--- src/rtl/md_sequencer.sv ---
// Sequencer for the multi-cycle multiply and divide units: loads the selected
// unit, waits on its status, captures Hi/Lo and reports done or exceptions.
module md_sequencer #(
   parameter int TIMEOUT = 48,
   parameter int CNT_W   = 6
) (
   input  logic        Clock,
   input  logic        Reset,
   input  logic        Start,
   input  logic        Op,
   input  logic [31:0] A,
   input  logic [31:0] B,
   output logic [31:0] Op_A,
   output logic [31:0] Op_B,
   output logic [1:0]  Div_State,
   output logic [1:0]  Mult_State,
   input  logic [1:0]  DivtoControl,
   input  logic [1:0]  MulttoControl,
   input  logic [31:0] Div_Hi,
   input  logic [31:0] Div_Lo,
   input  logic [31:0] Mult_Hi,
   input  logic [31:0] Mult_Lo,
   output logic [31:0] Hi,
   output logic [31:0] Lo,
   output logic        Busy,
   output logic        Done,
   output logic        Exception,
   output logic [1:0]  Exc_Cause
);

   typedef enum logic [2:0] {
      S_IDLE,
      S_LOAD,
      S_RUN,
      S_WRITE,
      S_EXC
   } state_t;

   localparam logic [1:0] UNIT_NEUTRAL = 2'b00;
   localparam logic [1:0] UNIT_LOAD    = 2'b01;
   localparam logic [1:0] UNIT_RUN     = 2'b10;
   localparam logic [1:0] CAUSE_DIV0   = 2'b01;
   localparam logic [1:0] CAUSE_TMO    = 2'b10;

   state_t             state_q, state_d;
   logic               op_q, op_d;
   logic [31:0]        op_a_q, op_a_d;
   logic [31:0]        op_b_q, op_b_d;
   logic [31:0]        hi_q, hi_d;
   logic [31:0]        lo_q, lo_d;
   logic               done_q, done_d;
   logic               exc_q, exc_d;
   logic [1:0]         cause_q, cause_d;
   logic [1:0]         pend_cause_q, pend_cause_d;
   logic [CNT_W-1:0]   cnt_q, cnt_d;
   logic [CNT_W-1:0]   cnt_inc;
   logic               unit_done;
   logic [1:0]         sel_state;

   assign unit_done = op_q ? (DivtoControl == 2'b01) : (MulttoControl == 2'b01);
   assign cnt_inc   = cnt_q + CNT_W'(1);

   always_comb begin
      state_d      = state_q;
      op_d         = op_q;
      op_a_d       = op_a_q;
      op_b_d       = op_b_q;
      hi_d         = hi_q;
      lo_d         = lo_q;
      cnt_d        = cnt_q;
      pend_cause_d = pend_cause_q;
      done_d       = 1'b0;
      exc_d        = 1'b0;
      cause_d      = 2'b00;
      case (state_q)
         S_IDLE: begin
            if (Start) begin
               op_d   = Op;
               op_a_d = A;
               op_b_d = B;
               if (Op && (B == 32'd0)) begin
                  state_d      = S_EXC;
                  pend_cause_d = CAUSE_DIV0;
               end else begin
                  state_d = S_LOAD;
               end
            end
         end
         S_LOAD: begin
            cnt_d   = '0;
            state_d = S_RUN;
         end
         S_RUN: begin
            // Completion wins over a timeout that expires on the same cycle.
            cnt_d = cnt_inc;
            if (unit_done) begin
               state_d = S_WRITE;
            end else if (op_q && (DivtoControl == 2'b10)) begin
               state_d      = S_EXC;
               pend_cause_d = CAUSE_DIV0;
            end else if (cnt_inc == CNT_W'(TIMEOUT)) begin
               state_d      = S_EXC;
               pend_cause_d = CAUSE_TMO;
            end
         end
         S_WRITE: begin
            hi_d    = op_q ? Div_Hi : Mult_Hi;
            lo_d    = op_q ? Div_Lo : Mult_Lo;
            done_d  = 1'b1;
            state_d = S_IDLE;
         end
         S_EXC: begin
            exc_d   = 1'b1;
            cause_d = pend_cause_q;
            state_d = S_IDLE;
         end
         default: state_d = S_IDLE;
      endcase
   end

   always_ff @(posedge Clock or negedge Reset) begin
      if (!Reset) begin
         state_q      <= S_IDLE;
         op_q         <= 1'b0;
         op_a_q       <= '0;
         op_b_q       <= '0;
         hi_q         <= '0;
         lo_q         <= '0;
         cnt_q        <= '0;
         pend_cause_q <= 2'b00;
         done_q       <= 1'b0;
         exc_q        <= 1'b0;
         cause_q      <= 2'b00;
      end else begin
         state_q      <= state_d;
         op_q         <= op_d;
         op_a_q       <= op_a_d;
         op_b_q       <= op_b_d;
         hi_q         <= hi_d;
         lo_q         <= lo_d;
         cnt_q        <= cnt_d;
         pend_cause_q <= pend_cause_d;
         done_q       <= done_d;
         exc_q        <= exc_d;
         cause_q      <= cause_d;
      end
   end

   // WRITE keeps the unit running so its Hi/Lo stay valid until captured.
   always_comb begin
      sel_state = UNIT_NEUTRAL;
      if (state_q == S_LOAD) begin
         sel_state = UNIT_LOAD;
      end else if ((state_q == S_RUN) || (state_q == S_WRITE)) begin
         sel_state = UNIT_RUN;
      end
   end

   assign Div_State  = op_q ? sel_state : UNIT_NEUTRAL;
   assign Mult_State = op_q ? UNIT_NEUTRAL : sel_state;
   assign Op_A       = op_a_q;
   assign Op_B       = op_b_q;
   assign Hi         = hi_q;
   assign Lo         = lo_q;
   assign Busy       = (state_q != S_IDLE);
   assign Done       = done_q;
   assign Exception  = exc_q;
   assign Exc_Cause  = cause_q;

endmodule

--- config.mk ---
export PLATFORM = sky130hd
export DESIGN_NAME = md_sequencer
export DESIGN_NICKNAME = d
export VERILOG_FILES = /design/src/rtl/md_sequencer.sv
export SDC_FILE = /design/constraint.sdc
export NUM_CORES = 1
export LEC_CHECK = 0
export CAP_MARGIN = 20
export CORE_AREA = 2 2 130 132
export CTS_BUF_LIST = sky130_fd_sc_hd__clkbuf_8
export CTS_CLUSTER_DIAMETER = 40
export DETAILED_ROUTE_END_ITERATION = 10
export DIE_AREA = 0 0 132 134
export PLACE_DENSITY_LB_ADDON = 0.1
export SYNTH_ARGS = -nofsm -noshare
export SYNTH_HDL_FRONTEND = slang
export SYNTH_SLANG_ARGS = --single-unit
export TNS_END_PERCENT = 30
--- constraint.sdc ---
create_clock -name Clock -period 3.32 [get_ports Clock]
set_clock_uncertainty 0.15 [all_clocks]
set_input_delay 0.498 -clock Clock [delete_from_list [all_inputs] [get_ports Clock]]
set_output_delay 0.498 -clock Clock [all_outputs]
set_load 0.01 [all_outputs]
==> results of run 1 <==
where the power goes:
group          internal, mW  switching (mW)
clock                 0.748           0.650
combinational          2.45            1.87
sequential             2.61           0.520
registers in the layout, indices dropped and copies added (netlist names), 2 cells and up:
name and cells:
Op_A 32, Op_B 32, state_q 3, Lo 32
Hi 32, Exc_Cause 2, cnt_q 6, pend_cause_q 2
cell usage in the layout (no fill, tap or decap), types with 4 or more instances in the layout:
cell	count
clkdlybuf4s50_1	335
dfrtp_1	143
nand2_1	69
o21ai_0	69
mux2i_1	65
mux2_1	42
mux2_2	23
clkbuf_8	18
nor2_1	12
inv_1	10
a21oi_1	8
nor3_1	6
nor4_1	5
clkinv_2	5
nand3_1	4
buf_12	4
cell families after synthesis:
group / after synthesis / share of synthesized area
flip-flops: 144 / 0.576
buffers and inverters: 41 / 0.0280
AO/OA/AOI/OAI: 92 / 0.0864
AND/OR/NAND/NOR: 114 / 0.0842
multiplexers: 131 / 0.223
adder cells (fa/ha/maj): 1 / 0.00200
cells in the mapped netlist (2+ instances only):
master	count	share of area
a21oi_1	8	0.0064
and2_1	2	0.0020
and3_1	3	0.0030
buf_1	6	0.0036
buf_2	14	0.011
clkbuf_1	13	0.0078
dfrtp_1	144	0.58
inv_1	7	0.0042
mux2_1	42	0.076
mux2_2	23	0.041
mux2i_1	65	0.10
nand2_1	70	0.042
nand3_1	4	0.0032
nor2_1	12	0.0072
nor3_1	6	0.0048
nor4_1	5	0.0050
nor4_2	2	0.0040
o21a_1	2	0.0024
o21ai_0	69	0.055
o21ai_1	3	0.0024
o21ai_2	2	0.0028
o2bb2ai_1	2	0.0028
or2_2	2	0.0020
routing by layer:
layer  track usage  share of wire
met3        0.0884           0.10
met4         0.100          0.031
met1         0.247           0.37
met2         0.381           0.49
met5             0              0
how the worst min path moves through the flow:
stage          startpoint     end  slack, ns  cells past startpoint
2_1_floorplan       Reset    Done       0.05                      0
3_3_place_gp       Hi[14]  Hi[14]       0.31                      2
3_5_place_dp       Lo[10]  Lo[10]       0.32                      2
4_1_cts            Lo[10]  Lo[10]       0.34                      2
5_1_grt            Hi[10]  Hi[10]       0.35                      2
6_report           Hi[31]  Hi[31]       0.33                      2
stage by stage:
| step | power, mW | std cells | hold slack [ns] | setup WS [ns] |
|---|---|---|---|---|
| final | 8.84 | 1085 | 0.330 | 0.419 |
| after global routing | 9.42 | 1085 | 0.354 | 0.306 |
| after CTS | 8.97 | 1084 | 0.336 | 0.388 |
| after detailed placement | 7.51 | 1051 | 0.320 | 0.655 |
| after global placement | 7.41 | 1051 | 0.313 | 0.685 |
| after floorplan | 5.05 | 523 | 0.0524 | 1.37 |
timing repair:
| item | in CTS | in global routing |
|---|---|---|
| hold buffers | 1 | 0 |
| hold endpoints to repair | 69 | 0 |
| gates resized for setup | 0 | 0 |
layout make-up:
type	instances	area (um2)	share of cell area
clock inverters	14	150	0.0146
clock buffers	18	248	0.0241
well taps	220	275	0.0268
inverters	7	26.3	0.00256
flip-flops and latches	144	3610	0.351
multi-input cells	338	2490	0.242
repair buffers	343	3470	0.338
diodes	1	2.50	0.000244
worst max-delay path, cell delays in order, from the launching register on:
cell	delay (ns)
dfrtp_1	0.71
inv_1	0.20
nor4b_1	0.31
clkdlybuf4s50_1	0.60
==> reports/metrics.cfg, run 1 <==
[run_status]
status=complete, no violations

[floorplan]
start_util=0.384
die_h_um=134
die_area_um2=17700
std_cell_rows=47
die_w_um=132
io-pin-count=337
core_um2=16300

[worst_setup_path]
path_class=reg -> out
reg2regPathDepth=4
required_ns=2.67
reg2reg_to=Op_B[24]
worstSetupEndpoint=Div_State[0]
r2r_slack_ns=0.92
arrival_ns=2.25
worstPathMaxFanout=17
crit_path_end_kind=output pin
worstReg2RegStart=state_q[1]
crit_start=state_q[0]
critPathLaunchType=flip-flop

[global_routing]
grt_usage=0.223
grt_pass1_vias=5563
antenna_found_initial=1
grt_max_degree=104
grt-ovfl-total=0
grt_pass1_wl_um=30500

[synthesis]
synth_edf_count=0
synth-seq-cells=144
syn_area_um2=6260
syn-num-nets=724
ys_types=40
ys.flop_type=dfrtp_1
synthArstFlopShare=1.00
syn_inst=523
syn_avg_cell_area_um2=12.0
ys_warn_count=0
synth_seq_area_share=0.576

[place]
dpl-instance-area_um2=9850
port_buffers=336
hpwlAfterDp_um=14800
place_congestion=0.841

[worst_hold_path]
hold_path_class=reg -> reg

[detailed_routing]
via_per_inst=4.86
vias=5269
drt_first_pass_iters=6
wl_per_cell_um=17.9
drcViolationCount=0
detail-route-antenna-nets=0
drtIter0Drc=203
routed_wl_um=19400

[sta]
fin_crit_sh=0.874
max_slew_margin=0.307
rsz0062_at_grt=false
hold_viol=0
fin_crit_ns=2.90
setup_tns_ns=0
fmax_ghz=0.345
slew_viol_final=0
tightestPinTransition_ns=1.04
setup_viol=0

[layout]
finalInstanceArea_um2=10300
fillers=1295
fin_nets=1052
drive_gt1_frac=0.0868
postLayoutCoreUtil=0.630
synthToLayoutAreaGrowth_pct=64.1

[pwr]
ir_drop_uv=459
power_density_nw_per_um2=861
power_leakage_nw=4.43

[cts]
cts_root_buffer=clkbuf_8
path_clk_slew_ns=0.08
cts_sinks=144
numCtsBuffers=17
tritoncts=built
clk_latency_ns=0.43
ctsHtreeMaxLevel=4
post_cts_buffers=0
clock_path_buffers=2

[job]
cap_violations=0

No activity file was read; power rests on OpenSTA's default activity.
==> run 2: changes to the inputs <==
--- a/config.mk
+++ b/config.mk
@@ -12,6 +12,7 @@
 export DETAILED_ROUTE_END_ITERATION = 10
 export DIE_AREA = 0 0 132 134
 export PLACE_DENSITY_LB_ADDON = 0.1
+export RECOVER_POWER = 50
 export SYNTH_ARGS = -nofsm -noshare
 export SYNTH_HDL_FRONTEND = slang
 export SYNTH_SLANG_ARGS = --single-unit
==> run 2 against run 1 <==
Net effect: the run now ends with max-capacitance violations, max-slew violations left; utilization decreased by 0.23 points; wire length grew 0.14%; worst setup slack improved by 0.044 ns; critical path depth did not move; sequential share of layout area up 0.13 points; largest power group unchanged; hold slack lost 0.0045 ns.
==> reports/metrics.cfg, run 2 (synthesis results as in run 1) <==
[worst_setup_path]
path_class=reg -> out
arrival_ns=2.21
reg2regPathDepth=5
r2r_slack_ns=0.80
critPathLaunchType=flip-flop
cp_slowest_cell=dfrtp_1
worstReg2RegStart=state_q[2]
required_ns=2.67
cp_num_buf_inv=2
crit_family=buffers and inverters
cpPeakStageDelay_ns=0.68
path_cells=inv_1 -> nor4b_1 -> clkdlybuf4s50_1
worstPathMaxFanout=17
reg2reg_to=pend_cause_q[1]
crit_path_end_kind=output pin

[global_routing]
grt_pass1_wl_um=30500
grt_usage=0.223
grt_pass1_vias=5563
grt_max_degree=104
grt-ovfl-total=0
antenna_found_initial=1

[layout]
instances_no_fill=1085
fin_nets=1052
drive_gt1_frac=0.0833
final_common_cell=clkdlybuf4s50_1
synthToLayoutAreaGrowth_pct=63.5
final_cell_mix=281 x clkdlybuf4s50_1, 143 x dfrtp_1, 70 x nand2_1
fillers=1299

[sta]
tightestPinTransition_ns=1.83
fin_crit_sh=0.861
fin_crit_ns=2.86
setup_tns_ns=0
fmax_ghz=0.350
slew_viol_final=71
setup_viol=0
max_slew_margin=-0.220
hold_viol=0
rsz0062_at_grt=false
holdWs_ns=0.325

[cts]
cts_root_buffer=clkbuf_8
post_cts_buffers=0
numCtsBuffers=17
path_clk_slew_ns=0.08
tritoncts=built
clk_latency_ns=0.44
cts_sinks=144
ctsHtreeMaxLevel=4
clock_path_buffers=2

[worst_hold_path]
min_to=Hi[23]
hold_path_class=reg -> reg
holdPathStages=2
min_from=Hi[23]

[detailed_routing]
drtIter0Drc=205
routed_wl_um=19400
vias=5294
wl_per_cell_um=17.9
detail-route-antenna-nets=0
drcViolationCount=0
via_per_inst=4.88
drt_first_pass_iters=5

[floorplan]
die_w_um=132
die_area_um2=17700
std_cell_rows=47
core_um2=16300
io-pin-count=337
die_h_um=134
start_util=0.384

[run_status]
status=finished, violations left
violations=max-capacitance violations, max-slew violations

[place]
hpwlAfterDp_um=14800
place_congestion=0.841
port_buffers=336
dp.cells=1051

[pwr]
ir_drop_uv=458
power_mw=8.69
power_density_nw_per_um2=850
power_leakage_nw=4.46

[job]
cap_violations=1

## run 2: cell types whose count changed in the layout (fill, tap and decap cells not counted), sizes merged
cell / change
buf: -2
clkdlybuf4s50: -54
dlygate4sd3: +54
clkbuf: +2
## run 2: timing repair
action / in CTS / in global routing
gates resized for setup: 0 / 0
hold endpoints to repair: 69 / 0
hold buffers: 1 / 0
## run 2: worst register-to-register path, stage by stage, from the launching register on
cell and delay, ns:
dfrtp_1 0.61, nand2b_1 0.35, nor2_1 0.09, a2111oi_0 0.69, o211ai_2 0.20, mux2_4 0.33
## run 2: power by group
part | switching, mW | leakage (nW) | internal, mW
Sequential | 0.501 | 1.75 | 2.61
Combinational | 1.86 | 2.50 | 2.32
Clock | 0.650 | 0.212 | 0.748
## run 2: layout make-up
cell class / count / area (um2) / share of cell area
inverters: 7 / 26.3 / 0.00257
clock buffers: 18 / 248 / 0.0242
multi-input cells: 338 / 2460 / 0.240
diodes: 1 / 2.50 / 0.000245
flip-flops and latches: 144 / 3610 / 0.353
repair buffers: 343 / 3460 / 0.338
clock inverters: 14 / 150 / 0.0147
well taps: 220 / 275 / 0.0269
## run 2: worst max path at each step
stage,to,depth (start not counted),from,slack (ns)
finish,Div_State[0],3,state_q[0],0.46
CTS,Div_State[0],3,state_q[0],0.39
detailed placement,pend_cause_q[1],6,B[2],0.65
global placement,pend_cause_q[1],6,B[2],0.68
floorplan,Div_State[0],3,op_q,1.37
global route,Lo[10],3,Reset,0.25
## run 2: metrics by stage
step / area, um2 / setup WS [ns] / util
6_report: 10200 / 0.463 / 0.628
3_5_place_dp: 9850 / 0.655 / 0.605
5_1_grt: 10200 / 0.248 / 0.628
2_1_floorplan: 6260 / 1.37 / -
4_1_cts: 10300 / 0.388 / 0.630
3_3_place_gp: 9850 / 0.685 / 0.605
## run 2: layer usage
| metal | wire length [um] | vias up | track usage |
|---|---|---|---|
| met3 | 1870 | 39 | 0.0884 |
| met4 | 603 | 0 | 0.100 |
| met5 | 0 | - | 0 |
| met2 | 9590 | 256 | 0.381 |
| li1 | - | 2492 | - |
| met1 | 7360 | 2507 | 0.247 |
==> run 3: changes to the inputs <==
--- a/config.mk
+++ b/config.mk
@@ -6,11 +6,11 @@
 export NUM_CORES = 1
 export LEC_CHECK = 0
 export CAP_MARGIN = 20
-export CORE_AREA = 2 2 130 132
+export CORE_AREA = 2 2 132 134
 export CTS_BUF_LIST = sky130_fd_sc_hd__clkbuf_8
 export CTS_CLUSTER_DIAMETER = 40
 export DETAILED_ROUTE_END_ITERATION = 10
-export DIE_AREA = 0 0 132 134
+export DIE_AREA = 0 0 134 136
 export PLACE_DENSITY_LB_ADDON = 0.1
 export RECOVER_POWER = 50
 export SYNTH_ARGS = -nofsm -noshare
==> constraint.sdc (replaced) <==
create_clock -name Clock -period 2.91 [get_ports Clock]
set_clock_uncertainty 0.15 [all_clocks]
set_input_delay 0.4365 -clock Clock [delete_from_list [all_inputs] [get_ports Clock]]
set_output_delay 0.4365 -clock Clock [all_outputs]
set_load 0.01 [all_outputs]
==> run 3 against run 2 <==
Net effect: worst setup slack got worse by 0.25 ns; flip-flop and latch count did not move; combinational power rose by 15%; wire length fell by 0.74%; count of clock-buffer cells in the layout rose by 1; clock power rose by 25%; first-iteration DRC count rose by 23%; critical path type unchanged; cell count rose by 0.74%; critical path depth rose by 1; highest routed layer unchanged; global-route usage fell by 1.2 points; the flow now finishes without violations; hold slack improved by 0.0041 ns.
==> reports/metrics.cfg, run 3 (synthesis results as in run 1) <==
[floorplan]
core_um2=16900
die_h_um=136
std_cell_rows=48
io-pin-count=337
die_area_um2=18200
die_w_um=134
start_util=0.371

[layout]
final_cell_mix=278 x clkdlybuf4s50_1, 143 x dfrtp_1, 69 x nand2_1, 69 x o21ai_0, 65 x mux2i_1
final_common_cell=clkdlybuf4s50_1
drive_gt1_frac=0.0889
synthToLayoutAreaGrowth_pct=64.6
fin_nets=1054

[sta]
fin_crit_ns=2.70
setup_ws_ns=0.213
tightestPinTransition_ns=1.48
slew_viol_final=0
fin_crit_sh=0.927
fmax_ghz=0.371
hold_viol=0
setup_tns_ns=0
rsz0062_at_grt=false
max_slew_margin=0.0121
setup_viol=0

[detailed_routing]
detail-route-antenna-nets=0
drtIter0Drc=253
drcViolationCount=0
drt_first_pass_iters=4
routed_wl_um=19300
via_per_inst=4.72
vias=5162
wl_per_cell_um=17.6

[worst_setup_path]
worstPathMaxFanout=14
required_ns=2.32
crit_path_end_kind=output pin
path_class=reg -> out
arrival_ns=2.11
critPathLaunchType=flip-flop

[pwr]
internal-power_mw=6.59
seq_power_share=0.348
p_sw_frac=0.347
p_switching_mw=3.51
comb_power_share=0.478
clockPowerShare=0.173
power_leakage_nw=4.50
power_density_nw_per_um2=981
ir_drop_uv=538

[cts]
cts_root_buffer=clkbuf_8
clock_path_buffers=2
clk_latency_ns=0.43
ctsHtreeMaxLevel=4
tritoncts=built
numCtsBuffers=17
path_clk_slew_ns=0.08
cts_sinks=144

[place]
place_congestion=0.808
port_buffers=336
dp_slack_ns=0.310
hpwlAfterDp_um=15000

[global_routing]
antenna_found_initial=2
grt-ovfl-total=0
grt_usage=0.212
grt_pass1_wl_um=29500
grt_pass1_vias=5462
grt_max_degree=83

[run_status]
status=complete, no violations

[worst_hold_path]
hold_path_class=reg -> reg

[job]
cap_violations=0

[run 3: repair_timing]
item / CTS / global route
gates resized for setup: 0 / 0
buffers inserted: 0 / 0
hold endpoints to repair: 54 / 0
hold buffers: 1 / 0
[run 3: worst paths after layout]
check                      depth (start not counted)  slack (ns)              end  startpoint
max                                                4        0.21     Div_State[1]  state_q[1]
min                                                2        0.33            Lo[7]       Lo[7]
max reg2reg                                        5        0.32  pend_cause_q[1]  state_q[2]
min reg2reg                                        2        0.33            Lo[7]       Lo[7]
max in group asynchronous                          3        0.45           Hi[24]       Reset
min in group asynchronous                          2        0.74         Op_A[11]       Reset
[run 3: layout make-up]
cell class / instances / area [um2]
flip-flops and latches: 144 / 3610
diodes: 2 / 5.00
clock inverters: 13 / 185
repair buffers: 345 / 3460
multi-input cells: 338 / 2460
inverters: 7 / 26.3
clock buffers: 19 / 262
well taps: 225 / 282
fillers: 1415 / 6580
[run 3: critical path: stages, from the launching register on]
cell and delay (ns):
dfrtp_1 0.47, inv_1 0.26, nor2_1 0.26, and2_1 0.16
clkdlybuf4s50_1 0.54
[run 3: metrics by stage]
stage | hold WS, ns | utilization | instance area [um2] | instances | total power [mW]
5_1_grt | 0.350 | 0.610 | 10300 | 1093 | 10.8
6_report | 0.330 | 0.610 | 10300 | 1093 | 10.1
3_5_place_dp | 0.286 | 0.584 | 9860 | 1058 | 8.62
2_1_floorplan | -0.00909 | - | 6260 | 523 | 5.76
3_3_place_gp | 0.277 | 0.584 | 9860 | 1058 | 8.52
4_1_cts | 0.339 | 0.612 | 10300 | 1091 | 10.4
[run 3: layer usage]
layer	wire, um	GRT usage
met3	1570	0.0660
met1	7510	0.237
met5	0	0
met2	9780	0.374
met4	420	0.0875
[run 3: power groups by stage]
stage / clock (mW) / combinational (mW) / sequential (mW)
after floorplan: 0 / 1.86 / 3.89
after global placement: 0 / 4.99 / 3.53
after detailed placement: 0 / 5.05 / 3.57
after CTS: 1.80 / 5.07 / 3.55
after global routing: 1.89 / 5.22 / 3.64
final: 1.75 / 4.83 / 3.52
